**config.mk**
```make
export PLATFORM = sky130hd
export DESIGN_NAME = seq_detector_param
export DESIGN_NICKNAME = d
export VERILOG_FILES = /design/src/rtl/seq_detector_param.sv
export SDC_FILE = /design/constraint.sdc
export NUM_CORES = 1
export LEC_CHECK = 0
export CELL_PAD_IN_SITES_DETAIL_PLACEMENT = 0
export CELL_PAD_IN_SITES_GLOBAL_PLACEMENT = 2
export CORE_AREA = 2 2 56 58
export CTS_CLUSTER_SIZE = 28
export DETAILED_ROUTE_END_ITERATION = 16
export DIE_AREA = 0 0 58 60
export PLACE_DENSITY = 0.77
export SYNTH_ARGS = -nofsm -noshare
export SYNTH_HDL_FRONTEND = slang
export SYNTH_SLANG_ARGS = --single-unit
```
**constraint.sdc**
```tcl
create_clock -name clk -period 3.11 [get_ports clk]
set_input_delay 0.933 -clock clk [delete_from_list [all_inputs] [get_ports clk]]
set_output_delay 0.933 -clock clk [all_outputs]
set_load 0.1 [all_outputs]
```
**src/rtl/seq_detector_param.sv**
```systemverilog
// Serial pattern detector (KMP automaton) with Mealy y, registered y_q and a saturating detection count.
// Latency x->y 0 cycles, x->y_q 1 cycle; no backpressure, en qualifies x. SEQ_DET_LOAD_EN adds a runtime pattern load.
module seq_detector_param #(
  parameter int          N       = 4,
  parameter logic [15:0] PATTERN = 16'b1011,
  parameter bit          OVERLAP = 1'b1,
  parameter int          CNT_W   = 8,
  parameter int          SW      = $clog2(N)
) (
  input  logic             clk,
  input  logic             rst,
  input  logic             clr,
  input  logic             en,
  input  logic             x,
`ifdef SEQ_DET_LOAD_EN
  input  logic             pat_load,
  input  logic [N-1:0]     pat_in,
`endif
  output logic [SW-1:0]    Q,
  output logic             y,
  output logic             y_q,
  output logic [CNT_W-1:0] det_cnt
);

  if (N < 2 || N > 16) begin : g_bad_n
    $error("seq_detector_param: N must be in 2..16");
  end
  if ((PATTERN >> N) != 16'd0) begin : g_bad_pattern
    $error("seq_detector_param: PATTERN wider than N bits");
  end

  function automatic logic pbit(input logic [N-1:0] p, input int i);
    logic [N-1:0] t;
    t = p >> i;
    return t[0];
  endfunction

  // Longest proper border of the pattern: the state to resume from after an overlapping match.
  function automatic logic [SW-1:0] border(input logic [N-1:0] p);
    int   best;
    logic ok;
    best = 0;
    for (int k = 1; k < N; k++) begin
      ok = 1'b1;
      for (int j = 0; j < k; j++) begin
        if (pbit(p, N-1-j) != pbit(p, k-1-j)) ok = 1'b0;
      end
      if (ok) best = k;
    end
    return SW'(best);
  endfunction

  // h = first s pattern bits then xb; return longest pattern prefix (< N) that is a suffix of h.
  function automatic logic [SW-1:0] advance(input logic [N-1:0] p, input logic [SW-1:0] s,
                                            input logic xb);
    int   best;
    int   pos;
    logic ok;
    logic hb;
    best = 0;
    for (int k = 1; k < N; k++) begin
      if (k <= int'(s) + 1) begin
        ok = 1'b1;
        for (int j = 0; j < k; j++) begin
          pos = int'(s) + 1 - k + j;
          hb  = (pos == int'(s)) ? xb : pbit(p, N-1-pos);
          if (hb != pbit(p, N-1-j)) ok = 1'b0;
        end
        if (ok) best = k;
      end
    end
    return SW'(best);
  endfunction

  logic [N-1:0]  pat;
  logic          load;
  logic          hit;
  logic [SW-1:0] q_nxt;

`ifdef SEQ_DET_LOAD_EN
  logic [N-1:0] pat_r;

  always_ff @(posedge clk or posedge rst) begin
    if (rst)                   pat_r <= PATTERN[N-1:0];
    else if (!clr && pat_load) pat_r <= pat_in;
  end

  assign pat  = pat_r;
  assign load = pat_load & ~clr;
`else
  assign pat  = PATTERN[N-1:0];
  assign load = 1'b0;
`endif

  assign hit = (Q == SW'(N-1)) && (x == pat[0]);

  // State register
  always_ff @(posedge clk or posedge rst) begin
    if (rst) Q <= '0;
    else     Q <= q_nxt;
  end

  // Next-state logic
  always_comb begin
    q_nxt = Q;
    if (clr || load) begin
      q_nxt = '0;
    end else if (en) begin
      if (hit) q_nxt = OVERLAP ? border(pat) : '0;
      else     q_nxt = advance(pat, Q, x);
    end
  end

  // Output logic
  always_comb begin
    y = en & ~clr & ~load & ~rst & hit;
  end

  always_ff @(posedge clk or posedge rst) begin
    if (rst) y_q <= 1'b0;
    else     y_q <= y;
  end

  always_ff @(posedge clk or posedge rst) begin
    if (rst)                         det_cnt <= '0;
    else if (clr)                    det_cnt <= '0;
    else if (y && (det_cnt != '1))   det_cnt <= det_cnt + 1'b1;
  end

endmodule
```
==> impl_results.md <==
- Die area: 3480 sq um
- Vias: 704
- VDD IR max: 192.5 uV
- GP Congestion: 0.7250
- PwrDens: 306.1 nW/um^2
- Synthesized Nets: 104
- Met1 Use GR: 0.1411
- CTS clock-pin slew for the worst setup and hold paths: 70 ps
- Leak Pwr: 0.4681 nW
- GRT Max-Usage Layer: met2
- Synth cell types: 31
- Max-cap violations: 0
- Largest net degree at the start of global routing: 12
- Initial core utilization: 0.2815
- Layout cells sized above 1: 0.1909
- Final Worst Setup Slack: 211.6 ps
- Reg2Reg Setup Slack: 610 ps
- Post-DP HPWL: 1363 um
- Drt drc: 0
- Synth area leaders: dfrtp_1 (34%), ha_1 (17%), inv_1 (4.6%)
- Initial DRC count: 15
- Register area share after synthesis: 0.3369
- Met3 GRT Util: 0.04113
- Gr ovfl total: 0
- Bufs on Longest Clock Path: 2
- Post-route ant nets: 0
- Core ar.: 2903 sq um
- Worst path top cell family by delay: buffers and inverters
- Met2 Track Usage GR: 0.1932
- Clock Sinks: 11
- Wire per inst: 12.13 um
- Final period utilization: 0.9319
- Vias/cell: 4.923
- Synthesized area: 817.0 sq um
- Commonest register cell after synthesis: dfrtp_1
- Dominant cell type by area after synthesis: dfrtp_1
- Syn. warnings: 0
- Die Ht: 60 um
- Flops & latches, synth: 11
- Critical path's largest stage delay: 410 ps
- Slew @ Worst Pin: 440.7 ps
- EDFF count, synth: 0
- Synthesized instance count: 88
- Initial antenna violation count: 0
- Syn avg cell area: 9.284 sq um
- Final worst path period need: 2898 ps
- Hold Violations, Final: 0
- CTS resizes: 0
- IO Port Bufs: 16
- Chip width: 58 um
- CP Launch Type: input port
- Crit path buf inv count: 2
- ANT cells: 0
- RSZ-0062 raised after global routing: no
- Asr flop ratio synth: 1.000
- Overall routed net length: 1734 um
- WP data required: 2180 ps
- First-pass GRT wire length: 3063 um
- Critical Path AT: 1970 ps
- Buffer count from post-CTS setup fixing: 0
- CTS root buf: clkbuf_4
- First-pass DRT Iterations: 3
- Critical path, cell by cell: clkdlybuf4s50_1, nand4b_1, nor2_4, buf_12
- Net count, final: 127
- Total Negative Setup Slacks: 0 ps
- Row count: 20
- Max-slew violation count: 0
- Total power: 321.3 uW
- Gr usage total: 0.1163
- Area delta synth->final: 28.48%
- Vias in the first global route: 686
- Status: finished, final reports clean
- F_max: 345.0 MHz
- CP endpoint kind: output port
- Clk_lat worst skew: 270 ps
- CTS Hold Buffers Added: 0
- Kind of critical path: in -> out
- Setup violators final: 0
- Clock skew: 0.9338 ps
- TritonCTS buffer count: 3
- Hold Path Class: reg -> reg
- I/O pins: 17
- Slew HR: 0.7059
- CP Max Fanout: 2
- Fillers: 312
- Post-synth top cells: dfrtp_1 (11), ha_1 (11), inv_1 (10), a21oi_1 (7)
- Synth top area share: 0.3369
- Dpl ws: 186.1 ps
- CTS tree: done
- Htree depth: 1
- Critical-path top delay cell: clkdlybuf4s50_1
[cell families after synthesis]
group	count (synthesis)	synth area share
buf+inv	12	0.06432
mux	2	0.02450
xor+xnor	3	0.05054
flops	11	0.3369
compound gates	21	0.1639
fa+ha+maj	11	0.1685
simple gates	28	0.1914
[power by group]
part / internal [mW] / switching [mW]
combinational: 0.0317 / 0.0423
clock: 0.0496 / 0.0491
sequential: 0.144 / 0.00406
total: 0.226 / 0.0954
[layout by cell type (no fill, tap or decap), types with 4 or more instances in the layout]
master            n
o21ai_0           5
a21oi_1           7
clkdlybuf4s50_1   4
ha_1             11
buf_4            15
dfrtp_1          11
nand2_1           5
inv_1            10
[routing by layer]
layer  vias to the layer above  wire, um
met1                       334       824
met3                         2        66
met4                         0        12
met2                        10       830
li1                        358         -
met5                         -         0
[layout make-up]
class                   instances  area [sq um]  area share
inverters                      10         37.54     0.03576
multi-input cells              65         496.7      0.4732
well taps                      33         41.29     0.03933
flip-flops and latches         11         275.3      0.2622
clock buffers                   4         26.28     0.02503
repair buffers                 20         172.7      0.1645
[sequential cells by signal, summed over array words and instances, names as in the netlist]
| register | flops |
|---|---|
| y_q | 1 |
| det_cnt | 8 |
| Q | 2 |
[worst paths after layout]
| kind | start | endpoint | depth (start not counted) |
|---|---|---|---|
| max | clr | y | 4 |
| min | det_cnt[7]$_DFFE_PP0P_ | det_cnt[7]$_DFFE_PP0P_ | 2 |
| max reg2reg | Q[0]$_DFFE_PP0P_ | Q[1]$_DFFE_PP0P_ | 10 |
| min reg2reg | det_cnt[7]$_DFFE_PP0P_ | det_cnt[7]$_DFFE_PP0P_ | 2 |
| max in group asynchronous | rst | det_cnt[2]$_DFFE_PP0P_ | 2 |
| min in group asynchronous | rst | y_q$_DFF_PP0_ | 2 |
[worst reg2reg max path, stage by stage, from the launching register on]
cell	delay [ps]
dfrtp_1	480
inv_1	170
ha_1	210
inv_1	70
ha_1	270
inv_1	40
ha_1	260
or3_1	330
o311a_1	320
a31oi_1	180
nand2_1	70
[through the flow]
step | cells | area [sq um] | util | hold WS (ps)
6_report | 143 | 1050 | 0.3616 | 579.2
3_3_place_gp | 139 | 1023 | 0.3526 | 565.8
3_5_place_dp | 139 | 1023 | 0.3526 | 572.1
5_1_grt | 143 | 1050 | 0.3616 | 624.9
4_1_cts | 143 | 1050 | 0.3616 | 583.3
2_1_floorplan | 88 | 824.5 | - | 785.4
(Power assumes the default switching activity.)
